[src/rtl/seg_frame_driver_pkg.sv]
// Shared constants for the 6-digit 7-segment frame driver: digit geometry,
// scan-FSM digit indices and the {g,f,e,d,c,b,a} hex glyph table.
package seg_frame_driver_pkg;

  localparam int NUM_DIGITS = 6;
  localparam int DIGIT_W    = 4;
  localparam int FRAME_W    = NUM_DIGITS * DIGIT_W;

  localparam logic [3:0] DIG0 = 4'd0;
  localparam logic [3:0] DIG1 = 4'd1;
  localparam logic [3:0] DIG2 = 4'd2;
  localparam logic [3:0] DIG3 = 4'd3;
  localparam logic [3:0] DIG4 = 4'd4;
  localparam logic [3:0] DIG5 = 4'd5;

  localparam logic [6:0] SEG_OFF   = 7'h00;
  localparam logic [6:0] SEG_HEX_0 = 7'h3F;
  localparam logic [6:0] SEG_HEX_1 = 7'h06;
  localparam logic [6:0] SEG_HEX_2 = 7'h5B;
  localparam logic [6:0] SEG_HEX_3 = 7'h4F;
  localparam logic [6:0] SEG_HEX_4 = 7'h66;
  localparam logic [6:0] SEG_HEX_5 = 7'h6D;
  localparam logic [6:0] SEG_HEX_6 = 7'h7D;
  localparam logic [6:0] SEG_HEX_7 = 7'h07;
  localparam logic [6:0] SEG_HEX_8 = 7'h7F;
  localparam logic [6:0] SEG_HEX_9 = 7'h6F;
  localparam logic [6:0] SEG_HEX_A = 7'h77;
  localparam logic [6:0] SEG_HEX_B = 7'h7C;
  localparam logic [6:0] SEG_HEX_C = 7'h39;
  localparam logic [6:0] SEG_HEX_D = 7'h5E;
  localparam logic [6:0] SEG_HEX_E = 7'h79;
  localparam logic [6:0] SEG_HEX_F = 7'h71;

endpackage

[src/rtl/seg_frame_driver_seg7_hex_decode.sv]
// 4-bit value to 7-segment glyph {g,f,e,d,c,b,a}, active-high.
// Purely combinational, zero latency, no flow control.
module seg7_hex_decode
  import seg_frame_driver_pkg::*;
(
  input  logic [3:0] hex,
  output logic [6:0] glyph
);

  always_comb begin
    glyph = SEG_OFF;
    case (hex)
      4'h0: glyph = SEG_HEX_0;
      4'h1: glyph = SEG_HEX_1;
      4'h2: glyph = SEG_HEX_2;
      4'h3: glyph = SEG_HEX_3;
      4'h4: glyph = SEG_HEX_4;
      4'h5: glyph = SEG_HEX_5;
      4'h6: glyph = SEG_HEX_6;
      4'h7: glyph = SEG_HEX_7;
      4'h8: glyph = SEG_HEX_8;
      4'h9: glyph = SEG_HEX_9;
      4'hA: glyph = SEG_HEX_A;
      4'hB: glyph = SEG_HEX_B;
      4'hC: glyph = SEG_HEX_C;
      4'hD: glyph = SEG_HEX_D;
      4'hE: glyph = SEG_HEX_E;
      default: glyph = SEG_HEX_F;
    endcase
  end

endmodule

[src/rtl/seg_frame_driver.sv]
// 6-digit 7-seg driver: double-buffered frame swapped at scan wrap, anti-ghost blanking, LZ suppression.
// Outputs registered 1 cycle after d; frame_ready = !pending, an offer is held off until the next wrap swap.
module seg_frame_driver
  import seg_frame_driver_pkg::*;
#(
  parameter int BLANK_CYCLES   = 4,
  parameter bit SEG_ACTIVE_LOW = 1'b0,
  parameter bit AN_ACTIVE_LOW  = 1'b0
)
(
  input  logic                  clk,
  input  logic                  reset,
  input  logic [FRAME_W-1:0]    frame_data,
  input  logic [NUM_DIGITS-1:0] frame_dp,
  input  logic                  frame_valid,
  output logic                  frame_ready,
  input  logic                  blank_lz,
  input  logic [3:0]            d,
  input  logic [NUM_DIGITS-1:0] seg_sel,
  output logic [6:0]            seg,
  output logic                  dp,
  output logic [NUM_DIGITS-1:0] an
);

  localparam logic [3:0] BLANK_INIT = 4'(BLANK_CYCLES);

  logic [FRAME_W-1:0]    act_dat, pend_dat, act_nxt_dat;
  logic [NUM_DIGITS-1:0] act_dp, pend_dp, act_nxt_dp;
  logic                  pend_vld;
  logic                  accept, wrap, swap, change, dig_ok;
  logic [3:0]            d_q, blank_cnt, blank_nxt;
  logic [DIGIT_W-1:0]    dig_val;
  logic                  dig_dp, lead_zero, lz_kill;
  logic [6:0]            dig_glyph, seg_nxt, seg_q;
  logic                  dp_nxt, dp_q;
  logic [NUM_DIGITS-1:0] an_nxt, an_q;

  assign frame_ready = !pend_vld;
  assign accept      = frame_valid && !pend_vld;
  assign wrap        = (d_q == DIG5) && (d == DIG0);
  assign swap        = wrap && pend_vld;
  assign change      = (d != d_q);
  assign dig_ok      = (d <= DIG5);

  // Decode looks at the post-swap frame so the first digit after wrap is already the new one.
  assign act_nxt_dat = swap ? pend_dat : act_dat;
  assign act_nxt_dp  = swap ? pend_dp  : act_dp;

  always_ff @(posedge clk or negedge reset) begin
    if (!reset) begin
      pend_vld <= 1'b0;
      pend_dat <= '0;
      pend_dp  <= '0;
      act_dat  <= '0;
      act_dp   <= '0;
    end else begin
      if (accept) begin
        pend_vld <= 1'b1;
        pend_dat <= frame_data;
        pend_dp  <= frame_dp;
      end else if (swap) begin
        pend_vld <= 1'b0;
      end
      act_dat <= act_nxt_dat;
      act_dp  <= act_nxt_dp;
    end
  end

  always_comb begin
    blank_nxt = blank_cnt;
    if (change) begin
      blank_nxt = BLANK_INIT;
    end else if (blank_cnt != 4'd0) begin
      blank_nxt = blank_cnt - 4'd1;
    end
  end

  always_ff @(posedge clk or negedge reset) begin
    if (!reset) begin
      d_q       <= DIG0;
      blank_cnt <= BLANK_INIT;
    end else begin
      d_q       <= d;
      blank_cnt <= blank_nxt;
    end
  end

  // lead_zero accumulates left to right, so at digit k it means digits 0..k are all zero.
  always_comb begin
    dig_val   = '0;
    dig_dp    = 1'b0;
    lz_kill   = 1'b0;
    lead_zero = 1'b1;
    for (int k = 0; k < NUM_DIGITS; k++) begin
      lead_zero = lead_zero && (act_nxt_dat[DIGIT_W*(NUM_DIGITS-1-k) +: DIGIT_W] == '0);
      if (d == 4'(k)) begin
        dig_val = act_nxt_dat[DIGIT_W*(NUM_DIGITS-1-k) +: DIGIT_W];
        dig_dp  = act_nxt_dp[NUM_DIGITS-1-k];
        lz_kill = blank_lz && lead_zero && (k != NUM_DIGITS-1);
      end
    end
  end

  seg7_hex_decode u_decode (
    .hex   (dig_val),
    .glyph (dig_glyph)
  );

  always_comb begin
    seg_nxt = SEG_OFF;
    dp_nxt  = 1'b0;
    an_nxt  = '0;
    if (dig_ok) begin
      seg_nxt = lz_kill ? SEG_OFF : dig_glyph;
      dp_nxt  = dig_dp;
      an_nxt  = (blank_nxt == 4'd0) ? seg_sel : '0;
    end
  end

  always_ff @(posedge clk or negedge reset) begin
    if (!reset) begin
      seg_q <= SEG_OFF;
      dp_q  <= 1'b0;
      an_q  <= '0;
    end else begin
      seg_q <= seg_nxt;
      dp_q  <= dp_nxt;
      an_q  <= an_nxt;
    end
  end

  assign seg = SEG_ACTIVE_LOW ? ~seg_q : seg_q;
  assign dp  = SEG_ACTIVE_LOW ? ~dp_q  : dp_q;
  assign an  = AN_ACTIVE_LOW  ? ~an_q  : an_q;

endmodule

[config.mk]
export PLATFORM = sky130hd
export DESIGN_NAME = seg_frame_driver
export DESIGN_NICKNAME = d
export VERILOG_FILES = /design/src/rtl/seg_frame_driver_pkg.sv /design/src/rtl/seg_frame_driver_seg7_hex_decode.sv /design/src/rtl/seg_frame_driver.sv
export SDC_FILE = /design/constraint.sdc
export NUM_CORES = 1
export LEC_CHECK = 0
export CAP_MARGIN = 20
export CORE_MARGIN = 5
export CORE_UTILIZATION = 46
export CTS_BUF_LIST = sky130_fd_sc_hd__clkbuf_2 sky130_fd_sc_hd__clkbuf_4 sky130_fd_sc_hd__clkbuf_8
export CTS_CLUSTER_DIAMETER = 150
export CTS_CLUSTER_SIZE = 12
export DETAILED_ROUTE_END_ITERATION = 16
export GPL_TIMING_DRIVEN = 0
export PLACE_DENSITY = 0.7
export SYNTH_ARGS = -nofsm -noshare
export SYNTH_HDL_FRONTEND = slang
export SYNTH_SLANG_ARGS = --single-unit
[constraint.sdc]
create_clock -name clk -period 3.4 [get_ports clk]
set_clock_uncertainty 0.05 [all_clocks]
set_input_delay 0.34 -clock clk [delete_from_list [all_inputs] [get_ports clk]]
set_output_delay 0.34 -clock clk [all_outputs]
set_load 0.005 [all_outputs]
Yosys cells after proc, flatten, opt, wreduce, memory -nomap -nowiden
Memories as Yosys holds them, arrays and structs flattened.
Index checks and enable logic that the tools add are counted.
W data, S select, Z words.
{"block": "totals", "latchBits": 0, "ramBits": 0, "romBits": 112, "register_bits": 83, "memories": 1, "input_bits": 44, "output_inout_bits": 15, "elab_cells": 71}
{"block": "op_classes", "n_bitwise": 0, "mul": 0, "eq_ne": 7, "shifts": 0, "n_mux": 29, "add_sub_neg": 1, "reduce_logical": 22, "div_mod_pow": 0, "n_lt_le_gt_ge": 1}
{"memory": "(no name shown)", "words": 16, "word_bits": 7, "read_ports": 1, "rd_clocked_by_memory_dff": 0, "wr": 0, "line": "seg_frame_driver_seg7_hex_decode.sv:12", "rtl": "case (hex)"}
{"cell": "$mux W4", "count": 8}
{"cell": "$logic_not A4 Y1", "count": 7}
{"cell": "$mux W24", "count": 1}
{"cell": "$mux W6", "count": 3}
{"cell": "$mux W1", "count": 15}
{"cell": "$mux W7", "count": 2}
{"cell": "$eq A4 B3 Y1 const B", "count": 3}
{"cell": "$logic_and A1 B1 Y1", "count": 12}
{"cell": "$eq A4 B2 Y1 const B", "count": 2}
{"cell": "$eq A4 B1 Y1 const B", "count": 1}
{"cell": "$le A4 B3 Y1 const B", "count": 1}
{"cell": "$ne A4 B4 Y1", "count": 1}
{"cell": "$reduce_bool A4 Y1", "count": 1}
{"cell": "$sub A4 B1 Y4 const B", "count": 1}
{"cell": "$reduce_bool A2 Y1", "count": 1}
{"cell": "$logic_not A1 Y1", "count": 1}

Depth between registers and ports, before layout
Gate-level depths: netlist of the first run.
{"block": "logic_depth", "ltp_word": 14, "depth_mapped": 11, "mapped_depth_nobuf": 10}

Hierarchy
A second synthesis of the first run with hierarchy kept.
{"block": "hier_totals", "hier_cells": 303, "hier_area_um2": 3873.7}
{"mod": "seg_frame_driver", "area_each_um2": 3587.2, "n_inst": 1, "cells_each": 270, "seq_area_each_um2": 2078.2}
{"mod": "seg7_hex_decode", "area_each_um2": 286.5, "n_inst": 1, "cells_each": 33, "seq_area_each_um2": 0.0}

Least setup slack after synthesis of the first run
OpenSTA, ideal clock, no wires.
{"block": "synth_path", "path_kind": "flip-flop to flip-flop", "startpoint": "register d_q[3]", "endpoint": "register seg_q[0], in the netlist seg[0]", "setup_slack_ps": 928, "setup_time_ps": 103, "t_arrival_ps": 2319, "period_less_slack_ps": 2472, "required_ps": 3247, "stages_incl_launch_ff": 11, "n_path_buf": 0, "path_cell_list": "dfrtp_1 -> and4bb_2 -> and3_1 -> o31a_1 -> a221oi_1 -> inv_1 -> ha_1 -> inv_1 -> o211ai_1 -> o22a_1 -> o41ai_2"}
{"block": "synth_between", "elab_chain_len": 14, "word_cells_on_any_way": 33, "cone_classes": "1 x eq/ne; 15 x mux; 16 x reduce/logical; 1 x memory"}
{"element": "start, declared", "line": "seg_frame_driver.sv:31", "rtl": "logic [3:0] d_q, blank_cnt, blank_nxt;"}
{"element": "start signal, assigned", "line": "seg_frame_driver.sv:80", "rtl": "d_q <= DIG0;"}
{"element": "start signal, assigned", "line": "seg_frame_driver.sv:83", "rtl": "d_q <= d;"}
{"element": "$eq A4 B3 Y1 (*)", "line": "seg_frame_driver.sv:40", "rtl": "assign wrap = (d_q == DIG5) && (d == DIG0);"}
{"element": "$logic_and A1 B1 Y1 (*)", "line": "seg_frame_driver.sv:40"}
{"element": "$logic_and A1 B1 Y1 (*)", "line": "seg_frame_driver.sv:41", "rtl": "assign swap = wrap && pend_vld;"}
{"element": "$mux W24 (*)", "line": "seg_frame_driver.sv:46", "rtl": "assign act_nxt_dat = swap ? pend_dat : act_dat;"}
{"element": "parallel branches: the longest is 8 deep, another holds $mem_v2 Z16 W7"}
{"element": "$mux W7 (*)", "line": "seg_frame_driver.sv:114", "rtl": "seg_nxt = lz_kill ? SEG_OFF : dig_glyph;"}
{"element": "$mux W7 (*)", "line": "seg_frame_driver.sv:113", "rtl": "if (dig_ok) begin"}
{"element": "net seg_nxt[0]", "line": "seg_frame_driver.sv:34", "rtl": "logic [6:0] dig_glyph, seg_nxt, seg_q;"}
{"element": "end signal, assigned", "line": "seg_frame_driver.sv:126", "rtl": "seg_q <= seg_nxt;"}
{"element": "end, declared", "line": "seg_frame_driver.sv:34"}
Mark *: on every way through the listed nets, which the timed path passes.
A chain may end at the register's enable or synchronous reset.

Worst setup path after layout of the first run
{"block": "layout_path", "startpoint": "input port d[1]", "endpoint": "register seg_q[0], in the netlist seg[0]"}
{"block": "layout_between", "elab_chain_len": 14, "word_cells_on_any_way": 39, "cone_classes": "1 x order compare; 5 x eq/ne; 15 x mux; 17 x reduce/logical; 1 x memory"}
{"element": "start, declared", "line": "seg_frame_driver.sv:18", "rtl": "input logic [3:0] d,"}
{"element": "parallel branches: the longest is 13 deep, another holds $mem_v2 Z16 W7"}
{"element": "$mux W7 (*)", "line": "seg_frame_driver.sv:113"}
{"element": "net seg_nxt[0]", "line": "seg_frame_driver.sv:34"}
Marks and branches as above.

==> results_tabular.tex, run 1 <==
\begin{tabular}{lr}
\hline
Metric & Value \\
\hline
\multicolumn{2}{l}{\textbf{Worst setup path}} \\
Worst-path maximum fanout & 10 \\
Critical Setup Path Class & in2reg \\
FF-to-FF Start & d\_q[0] \\
CP Data Arrival Time & 3.15 ns \\
Kind of capture point of the worst setup path & flop \\
Critical path data required time & 3.59 ns \\
Startpoint kind of the worst setup timing path & input pin \\
Worst setup startpoint & d[1] \\
Register-to-Register Path Depth & 10 \\
Largest stage delay on the critical path & 0.57 ns \\
Slowest library cell on the worst path & sky130\_fd\_sc\_hd\_\_clkdlybuf4s50\_1 \\
Slack of the worst reg-to-reg path & roughly 0.44 ns \\
Capture instance of the worst register-to-register path & seg[0] \\
Cells along the critical path & clkdlybuf4s50\_1 > buf\_2 > buf\_2 > nor2\_1 > a31o\_1 > a221oi\_2 > inv\_1 > ha\_1 > inv\_1 > o211ai\_1 > o22a\_1 > o41ai\_2 \\
Endpoint of the worst setup timing path & seg[0] \\
\multicolumn{2}{l}{\textbf{Cells and area}} \\
Most frequent cells in the layout & 82 x sky130\_fd\_sc\_hd\_\_dfrtp\_1, 60 x sky130\_fd\_sc\_hd\_\_mux2\_2, 57 x sky130\_fd\_sc\_hd\_\_clkdlybuf4s50\_1, 13 x sky130\_fd\_sc\_hd\_\_nor2\_1, 11 x sky130\_fd\_sc\_hd\_\_clkbuf\_8 \\
Most common library cell in the layout ignoring fill and taps & sky130\_fd\_sc\_hd\_\_dfrtp\_1 \\
Layout filler cell count & approximately 720 \\
Share of layout cells above drive strength 1 & 24.0\% \\
Number of inserted diodes & 0 \\
Number of nets in the layout & 434 \\
Fraction of the core area covered by cells at the end of the flow & 58.7\% \\
Area growth from synthesis to layout & 23.7\% \\
\multicolumn{2}{l}{\textbf{Floorplanning}} \\
Die extent in x & just over 100 um \\
Number of cell rows & 33 \\
Total Die Area & around 0.010 mm2 \\
Number of primary I/O pins & around 60 \\
Initial cell density of the core & between 40\% and 50\% \\
Std-Cell Core Area & 0.00826 mm2 \\
Die Y & around 100 um \\
\multicolumn{2}{l}{\textbf{Global routing}} \\
GRT Total Usage & 16.5\% \\
Antenna violations before repair & 0 \\
Number of global-route vias before repair & 2,742 \\
Largest net degree at the start of global routing & 45 \\
Wire length of the first global-routing pass & 13.5 mm \\
Remaining Overflow, GRT & 0 \\
\multicolumn{2}{l}{\textbf{Yosys}} \\
Synth Area in XOR/XNOR & under 10\% \\
Post-synthesis net count & 363 \\
Most used flip-flop cell after synthesis & sky130\_fd\_sc\_hd\_\_dfrtp\_1 \\
Number of register bits inferred by synthesis & between 80 and 90 \\
Mux contribution to synthesized area & 20.5\% \\
Number of synthesized flops with an enable pin & 0 \\
Seq/Total Area, Yosys & 53.0\% \\
Count of synthesis-stage warnings from yosys & 0 \\
Syn avg cell area & 12.6 um2 \\
Fraction of the mapped netlist area in compound gates & 8.81\% \\
Post-synthesis instance area & 0.00392 mm2 \\
Adder-cell share of the synthesized area & 2.23\% \\
Synth unique cells & 57 \\
Main combinational cell family by area after synthesis & multiplexers \\
Proportion of synthesized flip-flops having asynchronous set or reset & 100\% \\
Cell count after synthesis & between 300 and 400 \\
Simple-gate share of the synthesized area & 11.5\% \\
\multicolumn{2}{l}{\textbf{Power and ir drop}} \\
PD cells & 432 mW/mm2 \\
Leak pwr & 2.16 nW \\
Overall power of the completed layout & between 2 and 2.5 mW \\
Max VDD drop & 230 uV \\
\multicolumn{2}{l}{\textbf{Clock network}} \\
CTS Root Buffer Type & sky130\_fd\_sc\_hd\_\_clkbuf\_8 \\
Number of clock buffers inserted by TritonCTS & 9 \\
Buffer levels on the longest clock path & 2 \\
Worst skew pair latency & approximately 0.34 ns \\
Count of H-tree levels built during CTS & 3 \\
TritonCTS clock tree & yes \\
Number of sinks on the clock net & 83 \\
Register clock-pin slew on the reported worst setup and hold paths & around 0.080 ns \\
Setup bufs post-CTS & 0 \\
\multicolumn{2}{l}{\textbf{Status}} \\
Run status & completed \\
\multicolumn{2}{l}{\textbf{Timing}} \\
Fmax & 0.338 GHz \\
Setup repair after global routing missed its margin & false \\
Final count of pins violating max slew & 0 \\
Actual transition at the worst max-transition pin & 0.684 ns \\
Final critical-path required period & 2.96 ns \\
Finish-stage setup viols & 0 \\
Headroom to the max-slew limit & $\sim$54\% \\
Total count of hold-check failures in the final report & 0 \\
Final Cycle Share & 87.0\% \\
\multicolumn{2}{l}{\textbf{Routing}} \\
Overall routed net length & 8.02 mm \\
Drt first-iter violations & 116 \\
\# DRC & 0 \\
Via count & 2,687 \\
Number of detailed-routing iterations run before antenna repair & 4 \\
Via-to-Cell Ratio & between 5 and 6 \\
Count of nets left with antenna violations after detail routing & 0 \\
Routed WL per cell & 16.3 um \\
\multicolumn{2}{l}{\textbf{Placed design}} \\
Number of port buffers & 58 \\
Final weighted congestion in routability-driven placement & 0.903 \\
HPWL reported at the end of detailed placement & approximately 6.1 mm \\
\multicolumn{2}{l}{\textbf{Job}} \\
Max-cap violations & 0 \\
\multicolumn{2}{l}{\textbf{Min path}} \\
Classification of the worst-slack hold path & in2reg \\
\hline
\end{tabular}
==> final cells by class <==
type                       instances  area [um2]  share of cell area, %
multi-input combinational        204        1740                   35.8
buffer                            15        71.3                   1.47
tap                              105         131                   2.71
clock buffer                      12         159                   3.28
sequential                        83        2080                   42.9
timing repair buffer              60         608                   12.5
clock inverter                     4        25.0                  0.516
inverter                          10        37.5                  0.774
==> Yosys cell counts (all sizes together) (2+ instances only) <==
cell type / instances / area (um2)
a31o: 2 / 17.5
clkbuf: 4 / 15.0
ha: 7 / 87.6
nor3: 8 / 40.0
o211ai: 5 / 37.5
buf: 11 / 56.3
nand4: 3 / 18.8
a311oi: 2 / 17.5
and3: 5 / 31.3
xor2: 4 / 35.0
o21ai: 5 / 25.0
nand3: 5 / 30.0
dfrtp: 82 / 2050
and2: 9 / 56.3
nor2b: 4 / 25.0
a21boi: 2 / 15.0
o41ai: 2 / 32.5
o21a: 2 / 15.0
mux2: 63 / 713
mux2i: 9 / 90.1
inv: 10 / 37.5
nand3b: 4 / 30.0
nor2: 13 / 48.8
nor4: 10 / 77.6
nand2b: 2 / 12.5
a221oi: 2 / 17.5
a211oi: 4 / 35.0
a21oi: 5 / 25.0
nand2: 9 / 33.8
==> metal layers <==
layer	global-route usage (%)	vias up	routed length, um	share of wire (%)
met1	21.3	1331	3620	45
met2	27.2	59	3890	49
met3	4.44	9	418	5.2
li1	-	1288	-	-
met4	4.94	0	92	1.1
met5	0	-	0	0
==> worst min path at each step <==
stage,slack [ns],to,depth (start not counted),from
after global routing,0.43,d_q[0],1,d[0]
final,0.45,d_q[0],1,d[0]
after floorplan,-0.006,act_dat[0],0,reset
after detailed placement,0.30,an[1],1,reset
after global placement,0.43,act_dp[0],1,act_dp[0]
after CTS,0.43,d_q[0],1,d[0]
==> repair_timing <==
action                     in CTS  in global routing
setup endpoints to repair       0                  1
hold endpoints to repair       38                  0
gates resized for setup         0                  1
hold buffers                    1                  0
==> state kept, by name, summed over array words and instances, names as in the netlist <==
name and cells:
act_dp 6, pend_dp 6, d_q 4, seg 7
an 6, pend_dat 24, dp 1, blank_cnt 4
pend_vld 1, act_dat 24
==> worst max-delay path, delay by kind of cell <==
kind                       cells  cell delay (ns)
buffers and inverters          5             1.38
AOI/OAI and AO/OA              5             1.09
adders and majority gates      1             0.23
and+or+nand+nor                1             0.11
==> power breakdown <==
part           switching [mW]  internal (mW)  total [mW]
sequential             0.0656           1.08        1.15
combinational           0.121          0.175       0.296
clock                   0.337          0.311       0.648
==> per-stage QoR <==
stage	cells	TNS, ns	hold WS, ns	cell area, um2	setup slack, ns
floorplan	312	0	-0.00559	3920	0.928
global placement	475	-77.50	0.430	4630	-0.947
detailed placement	476	-0.226	0.299	4650	-0.123
CTS	493	0	0.435	4840	0.239
finish	493	0	0.451	4850	0.442
global route	493	0	0.431	4850	0.227
==> logic make-up after synthesis <==
group,Yosys count
and+or+nand+nor,77
DFF,83
adders and majority gates,7
buffers and inverters,25
xor gates and xnor gates,5
AOI/OAI and AO/OA,43
muxes,72
(Power assumes the default switching activity.)
==> run 2: changes to the inputs <==
--- a/config.mk
+++ b/config.mk
@@ -5,6 +5,7 @@
 export SDC_FILE = /design/constraint.sdc
 export NUM_CORES = 1
 export LEC_CHECK = 0
+export ABC_AREA = 1
 export CAP_MARGIN = 20
 export CORE_MARGIN = 5
 export CORE_UTILIZATION = 46
@@ -13,7 +14,7 @@
 export CTS_CLUSTER_SIZE = 12
 export DETAILED_ROUTE_END_ITERATION = 16
 export GPL_TIMING_DRIVEN = 0
-export PLACE_DENSITY = 0.7
+export PLACE_DENSITY = 0.69
 export SYNTH_ARGS = -nofsm -noshare
 export SYNTH_HDL_FRONTEND = slang
 export SYNTH_SLANG_ARGS = --single-unit
==> run 2 against run 1 <==
Against the previous run: worst hold slack got worse by 0.063 ns; core utilization fell by 0.76 points; register-to-register slack improved by 0.42 ns; cell count rose by 32%; flip-flop and latch count did not move; via count rose by 20%; maximum frequency rose by 7.4%.
==> results_tabular.tex, run 2 <==
\begin{tabular}{lr}
\hline
Metric & Value \\
\hline
\multicolumn{2}{l}{\textbf{Global routing}} \\
GRT met3 Usage & 3.27\% (-1.2 points) \\
Number of global-route vias before repair & 3,371 (+23\%) \\
Grt met1 use & 23.6\% (+2.3 points) \\
Largest net degree at the start of global routing & 59 (+31\%) \\
Met2 layer usage reported by global route & 28.9\% (+1.7 points) \\
Antenna violations before repair & 0 (unchanged) \\
GRT Total Usage & 17.6\% (+1.2 points) \\
Layer with the highest usage & met2 \\
Remaining Overflow, GRT & 0 (unchanged) \\
Wire length of the first global-routing pass & 16.1 mm (+19\%) \\
\multicolumn{2}{l}{\textbf{Yosys}} \\
Post-synthesis instance area & 0.00415 mm2 (+5.8\%) \\
Cell count after synthesis & 469 (+50\%) \\
Number of register bits inferred by synthesis & 83 (unchanged) \\
Most used flip-flop cell after synthesis & sky130\_fd\_sc\_hd\_\_dfrtp\_1 \\
Number of synthesized flops with an enable pin & 0 (unchanged) \\
Synth unique cells & 36 (-37\%) \\
Syn avg cell area & 8.84 um2 (-30\%) \\
Top cells by count, synth & 113 x sky130\_fd\_sc\_hd\_\_nand2\_1, 82 x sky130\_fd\_sc\_hd\_\_dfrtp\_1, 59 x sky130\_fd\_sc\_hd\_\_inv\_1, 54 x sky130\_fd\_sc\_hd\_\_nor2\_1, 38 x sky130\_fd\_sc\_hd\_\_nand3\_1 \\
Seq/Total Area, Yosys & 50.1\% (-2.9 points) \\
Proportion of synthesized flip-flops having asynchronous set or reset & 100\% (unchanged) \\
Count of synthesis-stage warnings from yosys & 0 (unchanged) \\
Cell accounting for the most synthesized area & sky130\_fd\_sc\_hd\_\_dfrtp\_1 \\
Cells taking the most area after synthesis & sky130\_fd\_sc\_hd\_\_dfrtp\_1 50\%, sky130\_fd\_sc\_hd\_\_nand2\_1 10\%, sky130\_fd\_sc\_hd\_\_mux2\_2 6.0\% \\
Area share of the largest cell type after synthesis & 49.5\% (-2.9 points) \\
Post-synthesis net count & 520 (+43\%) \\
Cell with the most instances after synthesis & sky130\_fd\_sc\_hd\_\_nand2\_1 \\
\multicolumn{2}{l}{\textbf{Timing}} \\
Final count of pins violating max slew & 0 (unchanged) \\
Headroom to the max-slew limit & 55.4\% (+1.4 points) \\
Setup repair after global routing missed its margin & false \\
Actual transition at the worst max-transition pin & 0.669 ns (-0.0143 ns) \\
Fmax & 0.363 GHz (+7.4\%) \\
Hold Worst Slack & 0.388 ns (-0.0625 ns) \\
Final critical-path required period & 2.75 ns (-0.203 ns) \\
Finish-stage setup viols & 0 (unchanged) \\
Total count of hold-check failures in the final report & 0 (unchanged) \\
Final Cycle Share & 81.0\% (-6.0 points) \\
\multicolumn{2}{l}{\textbf{Worst setup path}} \\
Largest stage delay on the critical path & 0.54 ns (-0.03 ns) \\
Slowest library cell on the worst path & sky130\_fd\_sc\_hd\_\_clkdlybuf4s50\_1 \\
Cells along the critical path & clkdlybuf4s50\_1 > inv\_4 > nand2\_4 > nor2\_8 > nand2\_8 > buf\_6 > nand2\_2 > nand2\_2 > nand2\_1 > nand2\_1 > nor2\_1 > nand4\_2 > inv\_1 > ha\_1 > inv\_1 > nand4\_1 > nand3\_1 > nand2\_1 > nor2\_1 \\
Worst-path maximum fanout & 10 (unchanged) \\
Kind of capture point of the worst setup path & flop \\
Register-to-Register Path Depth & 15 (+5) \\
Critical path data required time & 3.59 ns (about the same) \\
Critical Setup Path Class & in2reg \\
CP Data Arrival Time & 2.95 ns (-0.20 ns) \\
Startpoint kind of the worst setup timing path & input pin \\
CP most frequent cell & sky130\_fd\_sc\_hd\_\_nand2\_1 \\
\multicolumn{2}{l}{\textbf{Cells and area}} \\
Most common library cell in the layout ignoring fill and taps & sky130\_fd\_sc\_hd\_\_nand2\_1 \\
Most frequent cells in the layout & 113 x sky130\_fd\_sc\_hd\_\_nand2\_1, 82 x sky130\_fd\_sc\_hd\_\_dfrtp\_1, 59 x sky130\_fd\_sc\_hd\_\_inv\_1, 57 x sky130\_fd\_sc\_hd\_\_clkdlybuf4s50\_1, 54 x sky130\_fd\_sc\_hd\_\_nor2\_1 \\
Share of layout cells above drive strength 1 & 16.2\% (-7.8 points) \\
Layout filler cell count & 783 (+8.6\%) \\
Register area & 0.00208 mm2 (unchanged) \\
Number of inserted diodes & 0 (unchanged) \\
Number of nets in the layout & 591 (+36\%) \\
Area growth from synthesis to layout & 22.5\% \\
Multi-input combinational cell area & 0.00174 mm2 (about the same) \\
\multicolumn{2}{l}{\textbf{Routing}} \\
Via-to-Cell Ratio & 4.96 (-8.9\%) \\
Via count & 3,237 (+20\%) \\
Number of detailed-routing iterations run before antenna repair & 4 (unchanged) \\
Overall routed net length & 8.99 mm (+12\%) \\
\# DRC & 0 (unchanged) \\
Count of nets left with antenna violations after detail routing & 0 (unchanged) \\
Drt first-iter violations & 163 (+41\%) \\
Routed WL per cell & 13.8 um (-15\%) \\
\multicolumn{2}{l}{\textbf{Clock network}} \\
Number of sinks on the clock net & 83 (unchanged) \\
TritonCTS clock tree & yes \\
Number of clock buffers inserted by TritonCTS & 9 (unchanged) \\
Worst skew pair latency & 0.35 ns (about the same) \\
Register clock-pin slew on the reported worst setup and hold paths & 0.08 ns (about the same) \\
Buffer levels on the longest clock path & 2 (unchanged) \\
CTS Root Buffer Type & sky130\_fd\_sc\_hd\_\_clkbuf\_8 \\
Setup bufs post-CTS & 0 (unchanged) \\
Count of H-tree levels built during CTS & 3 (unchanged) \\
\multicolumn{2}{l}{\textbf{Floorplanning}} \\
Initial cell density of the core & 47.3\% (-0.15 points) \\
Die Y & 105 um (+2.6\%) \\
Std-Cell Core Area & 0.00876 mm2 (+6.1\%) \\
Number of primary I/O pins & 59 (unchanged) \\
Number of cell rows & 34 (+3.0\%) \\
Total Die Area & 0.0110 mm2 (+5.2\%) \\
Die extent in x & 105 um (+2.6\%) \\
\multicolumn{2}{l}{\textbf{Placed design}} \\
HPWL reported at the end of detailed placement & 6.90 mm (+14\%) \\
Number of port buffers & 58 (unchanged) \\
Final weighted congestion in routability-driven placement & 0.878 (-2.8\%) \\
\multicolumn{2}{l}{\textbf{Power and ir drop}} \\
Leak pwr & 2.58 nW (+19\%) \\
Max VDD drop & 276 uV (+20\%) \\
Overall power of the completed layout & 2.46 mW (+17\%) \\
PD cells & 484 mW/mm2 (+12\%) \\
\multicolumn{2}{l}{\textbf{Job}} \\
Max-cap violations & 0 (unchanged) \\
\multicolumn{2}{l}{\textbf{Status}} \\
Run status & completed \\
\multicolumn{2}{l}{\textbf{Min path}} \\
Classification of the worst-slack hold path & in2async \\
\hline
\end{tabular}
==> run 2: final timing paths <==
| check | end | slack [ns] | from |
|---|---|---|---|
| min in group clk | act_dp[5] | 0.44 | act_dp[5] |
| min | act_dat[13] | 0.39 | reset |
| max | seg[3] | 0.65 | d[0] |
| max in group asynchronous | blank_cnt[2] | 2.25 | reset |
| max reg2reg | seg[3] | 0.86 | pend_vld |
| min reg2reg | act_dp[5] | 0.44 | act_dp[5] |
==> run 2: worst max-delay path: cells and delay by family <==
family,cells,cell delay (ns)
simple gates,13,1.24
buf+inv,5,1.09
fa+ha+maj,1,0.24
==> run 2: repair_timing <==
item,4_1_cts,5_1_grt
hold buffers,1,0
endpoints found under the hold margin,25,0
endpoints found under the setup margin,0,0
gates resized for setup,0,0
==> run 2: cell families after synthesis <==
group,after synthesis,synth area share (%)
AO/OA/AOI/OAI,30,4.44
XOR/XNOR,4,0.845
adder cells (fa/ha/maj),7,2.11
buffers and inverters,76,7.91
flip-flops,83,50.1
multiplexers,22,5.98
AND/OR/NAND/NOR,247,28.6
==> run 2: cell type report <==
type,instances,area share [%]
Buffer,11,1.60
Timing Repair Buffer,60,12.1
Sequential cell,83,40.9
Multi-Input combinational cell,310,34.2
Clock inverter,2,0.197
Tap cell,108,2.66
Inverter,65,4.85
Clock buffer,13,3.40
==> run 2: per-layer routing <==
metal  vias up  share of wire, %
li1       1614                 -
met1      1540                46
met2        68                48
met3        15               4.6
met4         0               1.7
met5         -                 0
==> run 2: power breakdown <==
group	switching (mW)	total (mW)	internal, mW
Combinational	0.238	0.487	0.249
Sequential	0.107	1.31	1.20
Clock	0.335	0.663	0.328
==> run 2: stage by stage <==
| stage | utilization [%] | area, um2 | setup TNS (ns) | std cells | setup WS [ns] |
|---|---|---|---|---|---|
| 3_5_place_dp | 55.8 | 4890 | 0 | 636 | 0.266 |
| 4_1_cts | 58.0 | 5080 | 0 | 652 | 0.641 |
| 5_1_grt | 58.0 | 5080 | 0 | 652 | 0.378 |
| 6_report | 58.0 | 5080 | 0 | 652 | 0.646 |
| 3_3_place_gp | 55.5 | 4860 | -82.36 | 635 | -1.01 |
| 2_1_floorplan | - | 4150 | 0 | 469 | 1.25 |
